===== src/rtl/ddr2_init_seq.sv =====
// DDR2 power-up initialization sequencer.
// Drives the JEDEC init command stream onto the DIMM command bus after
// start_i. When done_o rises, the main controller takes the bus.
// Optional build macro: DDR2_INIT_OCD_EN adds the OCD default/exit EMRS1 pair
// after the final MRS. Without it the OCD states are not built.
//
// state      | meaning
// -----------+-------------------------------------------------------
// IDLE       | bus deselected, CKE low, waiting for start_i
// PWR_WAIT   | CKE low, NOP, T_INIT clocks
// XPR_WAIT   | CKE high, NOP, T_XPR clocks before first command
// PREA1      | PRECHARGE ALL, then T_RP gap
// EMRS2      | load EMR2 (zero image), then T_MRD gap
// EMRS3      | load EMR3 (zero image), then T_MRD gap
// EMRS1      | load EMR1 image, then T_MRD gap
// MRS_DLLRST | load MR with DLL reset, starts DLL lock counter
// PREA2      | PRECHARGE ALL, then T_RP gap
// REF1       | REFRESH, then T_RFC gap
// REF2       | REFRESH, then T_RFC gap
// MRS_FINAL  | load MR without DLL reset, then T_MRD gap
// OCD_DEF    | EMRS1 with OCD default bits (OCD build only)
// OCD_EXIT   | EMRS1 with OCD exit (OCD build only)
// FIN_WAIT   | wait for last T_MRD gap and DLL counter to expire
// DONE       | done_o high, bus deselected, CKE high; left only by reset

module ddr2_init_seq #(
  parameter int          T_INIT          = 40000,
  parameter int          T_XPR           = 80,
  parameter int          T_RP            = 3,
  parameter int          T_MRD           = 2,
  parameter int          T_RFC           = 26,
  parameter int          T_DLL           = 200,
  parameter int          DRAM_BA_WIDTH   = 2,
  parameter int          DRAM_ADDR_WIDTH = 14,
  parameter logic [13:0] MR_VAL          = 14'h042,
  parameter logic [13:0] EMR_VAL         = 14'h000
) (
  input  logic                       clk,
  input  logic                       rst_n,
  input  logic                       start_i,
  output logic                       cke_o,
  output logic                       cs_n_o,
  output logic                       ras_n_o,
  output logic                       cas_n_o,
  output logic                       we_n_o,
  output logic [DRAM_BA_WIDTH-1:0]   ba_o,
  output logic [DRAM_ADDR_WIDTH-1:0] addr_o,
  output logic                       busy_o,
  output logic                       done_o
);

  // A state lasting T clocks loads T-1; zero or negative T behaves as 1.
  function automatic logic [15:0] ld_val(input int t);
    ld_val = (t <= 1) ? 16'd0 : 16'(t - 1);
  endfunction

  localparam logic [15:0] LD_INIT = ld_val(T_INIT);
  localparam logic [15:0] LD_XPR  = ld_val(T_XPR);
  localparam logic [15:0] LD_RP   = ld_val(T_RP);
  localparam logic [15:0] LD_MRD  = ld_val(T_MRD);
  localparam logic [15:0] LD_RFC  = ld_val(T_RFC);
  localparam logic [15:0] LD_DLL  = ld_val(T_DLL);

  // Mode-register payloads; bits above the DIMM address width are dropped.
  localparam logic [DRAM_ADDR_WIDTH-1:0] A_PREA    = DRAM_ADDR_WIDTH'(14'h0400);
  localparam logic [DRAM_ADDR_WIDTH-1:0] A_MR_DLL  = DRAM_ADDR_WIDTH'(MR_VAL | 14'h0100);
  localparam logic [DRAM_ADDR_WIDTH-1:0] A_MR      = DRAM_ADDR_WIDTH'(MR_VAL & ~14'h0100);
  localparam logic [DRAM_ADDR_WIDTH-1:0] A_EMR     = DRAM_ADDR_WIDTH'(EMR_VAL);
`ifdef DDR2_INIT_OCD_EN
  localparam logic [DRAM_ADDR_WIDTH-1:0] A_OCD_DEF = DRAM_ADDR_WIDTH'(EMR_VAL | 14'h0380);
  localparam logic [DRAM_ADDR_WIDTH-1:0] A_OCD_EXT = DRAM_ADDR_WIDTH'(EMR_VAL & ~14'h0380);
`endif

  localparam logic [DRAM_BA_WIDTH-1:0] BA_MR   = DRAM_BA_WIDTH'(2'd0);
  localparam logic [DRAM_BA_WIDTH-1:0] BA_EMR1 = DRAM_BA_WIDTH'(2'd1);
  localparam logic [DRAM_BA_WIDTH-1:0] BA_EMR2 = DRAM_BA_WIDTH'(2'd2);
  localparam logic [DRAM_BA_WIDTH-1:0] BA_EMR3 = DRAM_BA_WIDTH'(2'd3);

  // {cs_n, ras_n, cas_n, we_n}
  localparam logic [3:0] CMD_DESEL = 4'b1111;
  localparam logic [3:0] CMD_NOP   = 4'b0111;
  localparam logic [3:0] CMD_PREA  = 4'b0010;
  localparam logic [3:0] CMD_MRS   = 4'b0000;
  localparam logic [3:0] CMD_REF   = 4'b0001;

  typedef enum logic [3:0] {
    IDLE,
    PWR_WAIT,
    XPR_WAIT,
    PREA1,
    EMRS2,
    EMRS3,
    EMRS1,
    MRS_DLLRST,
    PREA2,
    REF1,
    REF2,
    MRS_FINAL,
`ifdef DDR2_INIT_OCD_EN
    OCD_DEF,
    OCD_EXIT,
`endif
    FIN_WAIT,
    DONE
  } state_t;

  state_t      state_q, state_d, succ;
  logic        advance;
  logic [15:0] tmr_q, tmr_d;
  logic [15:0] dll_q, dll_d;
  logic        tmr_zero, dll_zero;

  logic [3:0]                 cmd_d;
  logic [DRAM_BA_WIDTH-1:0]   ba_d;
  logic [DRAM_ADDR_WIDTH-1:0] addr_d;
  logic                       cke_d, busy_d, done_d;

  assign tmr_zero = (tmr_q == 16'd0);
  assign dll_zero = (dll_q == 16'd0);

  // Successor state and the condition that moves the FSM to it.
  always_comb begin
    succ    = state_q;
    advance = 1'b0;
    unique case (state_q)
      IDLE:       begin succ = PWR_WAIT;   advance = start_i;  end
      PWR_WAIT:   begin succ = XPR_WAIT;   advance = tmr_zero; end
      XPR_WAIT:   begin succ = PREA1;      advance = tmr_zero; end
      PREA1:      begin succ = EMRS2;      advance = tmr_zero; end
      EMRS2:      begin succ = EMRS3;      advance = tmr_zero; end
      EMRS3:      begin succ = EMRS1;      advance = tmr_zero; end
      EMRS1:      begin succ = MRS_DLLRST; advance = tmr_zero; end
      MRS_DLLRST: begin succ = PREA2;      advance = tmr_zero; end
      PREA2:      begin succ = REF1;       advance = tmr_zero; end
      REF1:       begin succ = REF2;       advance = tmr_zero; end
      REF2:       begin succ = MRS_FINAL;  advance = tmr_zero; end
`ifdef DDR2_INIT_OCD_EN
      MRS_FINAL:  begin succ = OCD_DEF;    advance = tmr_zero; end
      OCD_DEF:    begin succ = OCD_EXIT;   advance = tmr_zero; end
      // Last command: its T_MRD gap keeps running in FIN_WAIT.
      OCD_EXIT: begin
        succ    = (tmr_zero && dll_zero) ? DONE : FIN_WAIT;
        advance = 1'b1;
      end
`else
      // Last command: its T_MRD gap keeps running in FIN_WAIT.
      MRS_FINAL: begin
        succ    = (tmr_zero && dll_zero) ? DONE : FIN_WAIT;
        advance = 1'b1;
      end
`endif
      FIN_WAIT:   begin succ = DONE;       advance = tmr_zero && dll_zero; end
      DONE:       begin succ = DONE;       advance = 1'b0; end
      default:    begin succ = IDLE;       advance = 1'b1; end
    endcase
    state_d = advance ? succ : state_q;
  end

  // Command timer and DLL lock counter: free-running down-counters,
  // reloaded on entry into the state that owns them.
  always_comb begin
    tmr_d = tmr_zero ? 16'd0 : tmr_q - 16'd1;
    dll_d = dll_zero ? 16'd0 : dll_q - 16'd1;
    if (advance) begin
      unique case (succ)
        PWR_WAIT:                         tmr_d = LD_INIT;
        XPR_WAIT:                         tmr_d = LD_XPR;
        PREA1, PREA2:                     tmr_d = LD_RP;
        REF1, REF2:                       tmr_d = LD_RFC;
        EMRS2, EMRS3, EMRS1, MRS_DLLRST,
`ifdef DDR2_INIT_OCD_EN
        OCD_DEF, OCD_EXIT,
`endif
        MRS_FINAL:                        tmr_d = LD_MRD;
        default:                          ;
      endcase
      if (succ == MRS_DLLRST) dll_d = LD_DLL;
    end
  end

  // Next bus image: command on the first cycle of a command state, NOP
  // otherwise while busy, DESELECT when idle or done.
  always_comb begin
    cke_d  = !(state_d inside {IDLE, PWR_WAIT});
    busy_d = !(state_d inside {IDLE, DONE});
    done_d = (state_d == DONE);
    cmd_d  = busy_d ? CMD_NOP : CMD_DESEL;
    ba_d   = '0;
    addr_d = '0;
    if (advance) begin
      unique case (succ)
        PREA1, PREA2: begin cmd_d = CMD_PREA; addr_d = A_PREA; end
        EMRS2:        begin cmd_d = CMD_MRS;  ba_d = BA_EMR2; end
        EMRS3:        begin cmd_d = CMD_MRS;  ba_d = BA_EMR3; end
        EMRS1:        begin cmd_d = CMD_MRS;  ba_d = BA_EMR1; addr_d = A_EMR;    end
        MRS_DLLRST:   begin cmd_d = CMD_MRS;  ba_d = BA_MR;   addr_d = A_MR_DLL; end
        REF1, REF2:   begin cmd_d = CMD_REF; end
        MRS_FINAL:    begin cmd_d = CMD_MRS;  ba_d = BA_MR;   addr_d = A_MR;     end
`ifdef DDR2_INIT_OCD_EN
        OCD_DEF:      begin cmd_d = CMD_MRS;  ba_d = BA_EMR1; addr_d = A_OCD_DEF; end
        OCD_EXIT:     begin cmd_d = CMD_MRS;  ba_d = BA_EMR1; addr_d = A_OCD_EXT; end
`endif
        default:      ;
      endcase
    end
  end

  // State and counter registers.
  always_ff @(posedge clk or negedge rst_n) begin
    if (!rst_n) begin
      state_q <= IDLE;
      tmr_q   <= 16'd0;
      dll_q   <= 16'd0;
    end else begin
      state_q <= state_d;
      tmr_q   <= tmr_d;
      dll_q   <= dll_d;
    end
  end

  // Registered command bus so the DIMM sees glitch-free pins.
  always_ff @(posedge clk or negedge rst_n) begin
    if (!rst_n) begin
      cke_o                                  <= 1'b0;
      {cs_n_o, ras_n_o, cas_n_o, we_n_o}     <= CMD_DESEL;
      ba_o                                   <= '0;
      addr_o                                 <= '0;
      busy_o                                 <= 1'b0;
      done_o                                 <= 1'b0;
    end else begin
      cke_o                                  <= cke_d;
      {cs_n_o, ras_n_o, cas_n_o, we_n_o}     <= cmd_d;
      ba_o                                   <= ba_d;
      addr_o                                 <= addr_d;
      busy_o                                 <= busy_d;
      done_o                                 <= done_d;
    end
  end

endmodule

===== config.mk =====
export PLATFORM = sky130hd
export DESIGN_NAME = ddr2_init_seq
export DESIGN_NICKNAME = d
export VERILOG_FILES = /design/src/rtl/ddr2_init_seq.sv
export SDC_FILE = /design/constraint.sdc
export NUM_CORES = 1
export LEC_CHECK = 0
export ABC_AREA = 1
export BUFFER_PORTS_ARGS = -buffer_cell sky130_fd_sc_hd__buf_2
export CAP_MARGIN = 0
export CELL_PAD_IN_SITES_DETAIL_PLACEMENT = 1
export CELL_PAD_IN_SITES_GLOBAL_PLACEMENT = 1
export CORE_ASPECT_RATIO = 1.2
export CORE_UTILIZATION = 50
export CTS_BUF_LIST = sky130_fd_sc_hd__clkbuf_4 sky130_fd_sc_hd__clkbuf_8
export DETAILED_ROUTE_END_ITERATION = 10
export PLACE_DENSITY = 0.87
export SYNTH_ARGS = -nofsm -noshare
export SYNTH_HDL_FRONTEND = slang
export SYNTH_SLANG_ARGS = --single-unit

===== constraint.sdc =====
create_clock -name clk -period 4.9 [get_ports clk]
set_input_delay 0.245 -clock clk [delete_from_list [all_inputs] [get_ports clk]]
set_output_delay 0.245 -clock clk [all_outputs]
set_load 0.1 [all_outputs]

==> flow_metrics.py <==
metrics = {
    "finish": {
        "layout.cells.most_common": "nand2_1",
        "drive_gt1_frac": 0.2181,
        "finish.utilization": 0.5562,
        "area_delta_synth_final_pct": 6.369,
        "n_antenna_cell": 0,
        "layout_common_cells": "nand2_1 (49), dfrtp_1 (44), inv_1 (38), nor2_1 (26), nand3_1 (25)",
        "fill_cells": 664,
        "nNetsFinal": 359,
    },
    "clock_network": {
        "postCtsHoldBufs": 0,
        "cts-resized-gates": 0,
        "clockRootBuffer": "clkbuf_8",
        "numClockSinks": 48,
        "cts_buffers": 5,
        "clkLatencyLatePin_ns": 0.31,
        "clk_path_buf_depth": 2,
        "post_cts_buffers": 0,
        "cts_tree": "built",
        "cts_htree_levels": 2,
        "clk_pin_slew_ns": 0.10,
    },
    "setup_path": {
        "required_ns": 5.13,
        "ff2ff_setup_slack_ns": 2.20,
        "end_kind": "register",
        "r2r_cells": 14,
        "start_kind": "register",
        "crit_arrival_ns": 2.93,
        "critPathKind": "register to register",
        "r2r_start": "tmr_q[0]$_DFF_PN0_",
        "r2r_end": "dll_q[1]$_DFF_PN0_",
        "crit_fanout": 13,
    },
    "pwr": {
        "switching_share": 0.2561,
        "power_density_mw_per_mm2": 251.1,
        "p_sw_uw": 189.5,
        "combPwrFrac": 0.056,
        "p_leak_nw": 1.493,
        "peakVddDrop_v": 0.0001627,
        "pwr-share-clk": 0.409,
        "p_total_uw": 740.0,
        "seqPwrFrac": 0.535,
        "p_int_uw": 550.5,
    },
    "route": {
        "via_per_inst": 5.472,
        "num_vias": 2271,
        "drc": 0,
        "first_pass_iters": 4,
        "wl_per_cell_um": 16.86,
        "final_antenna_net_count": 0,
        "drt_iter0_drc": 148,
        "routed_wl_um": 6995,
    },
    "sta": {
        "period_minus_slack_ns": 2.701,
        "hold_viol": 0,
        "rsz0062_at_grt": "no",
        "post-route-period-util": 0.5513,
        "tightest_slew_ns": 1.071,
        "skew_ns": 0.008277,
        "setup_viol": 0,
        "slew_viol_final": 0,
        "fin_setup_tns_ns": 0,
        "setup_slack_ns": 2.199,
        "worst_slew_margin_rel": 0.2857,
        "fmax_ghz": 0.3702,
    },
    "yosys": {
        "ys_ff_latch": 48,
        "async_reset_ff_frac": 1.000,
        "ys_warn_count": 0,
        "synth-main-ff-cell": "dfrtp_1",
        "synthCells": 337,
        "synth.yosys.seq_area_share": 0.4354,
        "synth_edf_count": 0,
        "synth_area_mm2": 0.002770,
        "avgSynthCellArea_um2": 8.220,
        "synth_cell_type_count": 37,
    },
    "floorplanning": {
        "die_x_um": 69.95,
        "fp.dieH_um": 83.54,
        "rows": 29,
        "core-area_mm2": 0.005298,
        "ios": 26,
        "initial_core_util": 0.5229,
        "die_area_mm2": 0.005843,
    },
    "placement": {
        "dp_hpwl_um": 5123,
        "dp_slack_ns": 2.254,
        "routabilityCongestion": 0.9240,
        "place.port_buffers": 15,
    },
    "global_routing": {
        "grt_overflow": 0,
        "gr-usage-all-layers": 0.2594,
        "grt_pass1_vias": 2460,
        "grt_pass1_wl_um": 11930,
        "grt_max_degree": 49,
        "antenna_found_initial": 0,
    },
    "job": {
        "maxCapViolCount": 0,
    },
    "worst_hold_path": {
        "hold_path_class": "primary input to asynchronous set/reset pin",
    },
    "outcome": {
        "status": "completed",
    },
}
## state kept, by name (all words and copies together), names as in the netlist, 2 cells and up
| name | flops |
|---|---|
| ba_o | 2 |
| tmr_q | 16 |
| state_q | 4 |
| dll_q | 16 |
| addr_o | 3 |
## per-stage QoR
stage	std cells	hold WS, ns	cell area, µm²
after floorplan	346	-0.05059	2804
after global placement	407	0.4592	2831
after detailed placement	407	0.4976	2831
after CTS	415	0.1581	2947
after global routing	415	0.2310	2947
final	415	0.1258	2947
## routing by layer
layer  vias up  GRT usage  routed length [µm]
met3        17    0.04831                 262
li1       1084          -                   -
met5         -          0                   0
met2        61     0.4510                3728
met1      1109     0.3106                2816
met4         0     0.1127                 188
## Yosys cell counts (2+ instances only)
library cell,number,area [µm²]
nand3_1,25,125.1
a21oi_1,3,15.01
nand4_1,3,18.77
buf_4,11,82.58
nand2_2,14,87.58
nor2_1,26,97.59
xor2_1,16,140.1
dfstp_2,4,105.1
o21ai_1,3,15.01
buf_6,3,33.78
inv_1,38,142.6
o31ai_1,3,22.52
nand2_1,49,183.9
ha_1,4,50.05
o21ai_2,4,35.03
nor2_2,11,68.82
nor3_1,21,105.1
nor2_8,2,40.04
dfrtp_1,44,1101
o21ai_0,18,90.09
nor4_1,2,12.51
xnor2_1,3,26.28
o211ai_1,2,15.01
nand3_2,2,20.02
inv_2,14,52.55
## final cells by class
type                            count  area [µm²]  share of cell area
Clock buffer                        5       68.82             0.02335
Clock inverter                      3       46.29             0.01571
Inverter                           53       198.9             0.06752
Multi-Input combinational cell    229        1274              0.4323
Sequential cell                    48        1206              0.4093
Tap cell                           62       77.57             0.02633
Timing Repair Buffer               15       75.07             0.02548
## power groups by stage
stage / combinational, mW / clock, mW / sequential [mW]
after CTS: 0.0419 / 0.306 / 0.396
after global placement: 0.0417 / 0 / 0.404
after detailed placement: 0.0419 / 0 / 0.404
final: 0.0415 / 0.303 / 0.396
after global routing: 0.0437 / 0.315 / 0.396
after floorplan: 0.0393 / 0 / 0.404
## worst max-delay path, cell delays in order (launching register included)
cell	delay, ns
dfrtp_1	0.37
inv_1	0.14
ha_1	0.24
inv_1	0.05
nor2_1	0.09
nand2_1	0.08
nor2_2	0.11
nand2_2	0.13
nor2_2	0.13
nor2_2	0.04
nand2_2	0.23
nand4_2	0.21
nor2_2	0.46
inv_1	0.19
o21ai_0	0.14
## logic make-up after synthesis
kind of cell	synth area share
AO/OA/AOI/OAI	0.08311
AND/OR/NAND/NOR	0.2850
XOR/XNOR	0.06007
adder cells (fa/ha/maj)	0.01807
other	0.001354
buffers and inverters	0.1170
flip-flops	0.4354
## how the worst max path moves through the flow
stage / start / to / slack (ns)
4_1_cts: dll_q[0]$_DFF_PN0_ / dll_q[1]$_DFF_PN0_ / 2.18
3_3_place_gp: dll_q[0]$_DFF_PN0_ / dll_q[0]$_DFF_PN0_ / 2.46
5_1_grt: dll_q[0]$_DFF_PN0_ / dll_q[0]$_DFF_PN0_ / 1.87
3_5_place_dp: dll_q[0]$_DFF_PN0_ / dll_q[6]$_DFF_PN0_ / 2.25
2_1_floorplan: tmr_q[0]$_DFF_PN0_ / dll_q[10]$_DFF_PN0_ / 3.09
6_report: tmr_q[0]$_DFF_PN0_ / dll_q[1]$_DFF_PN0_ / 2.20
Power figures use the tool's default switching activity.
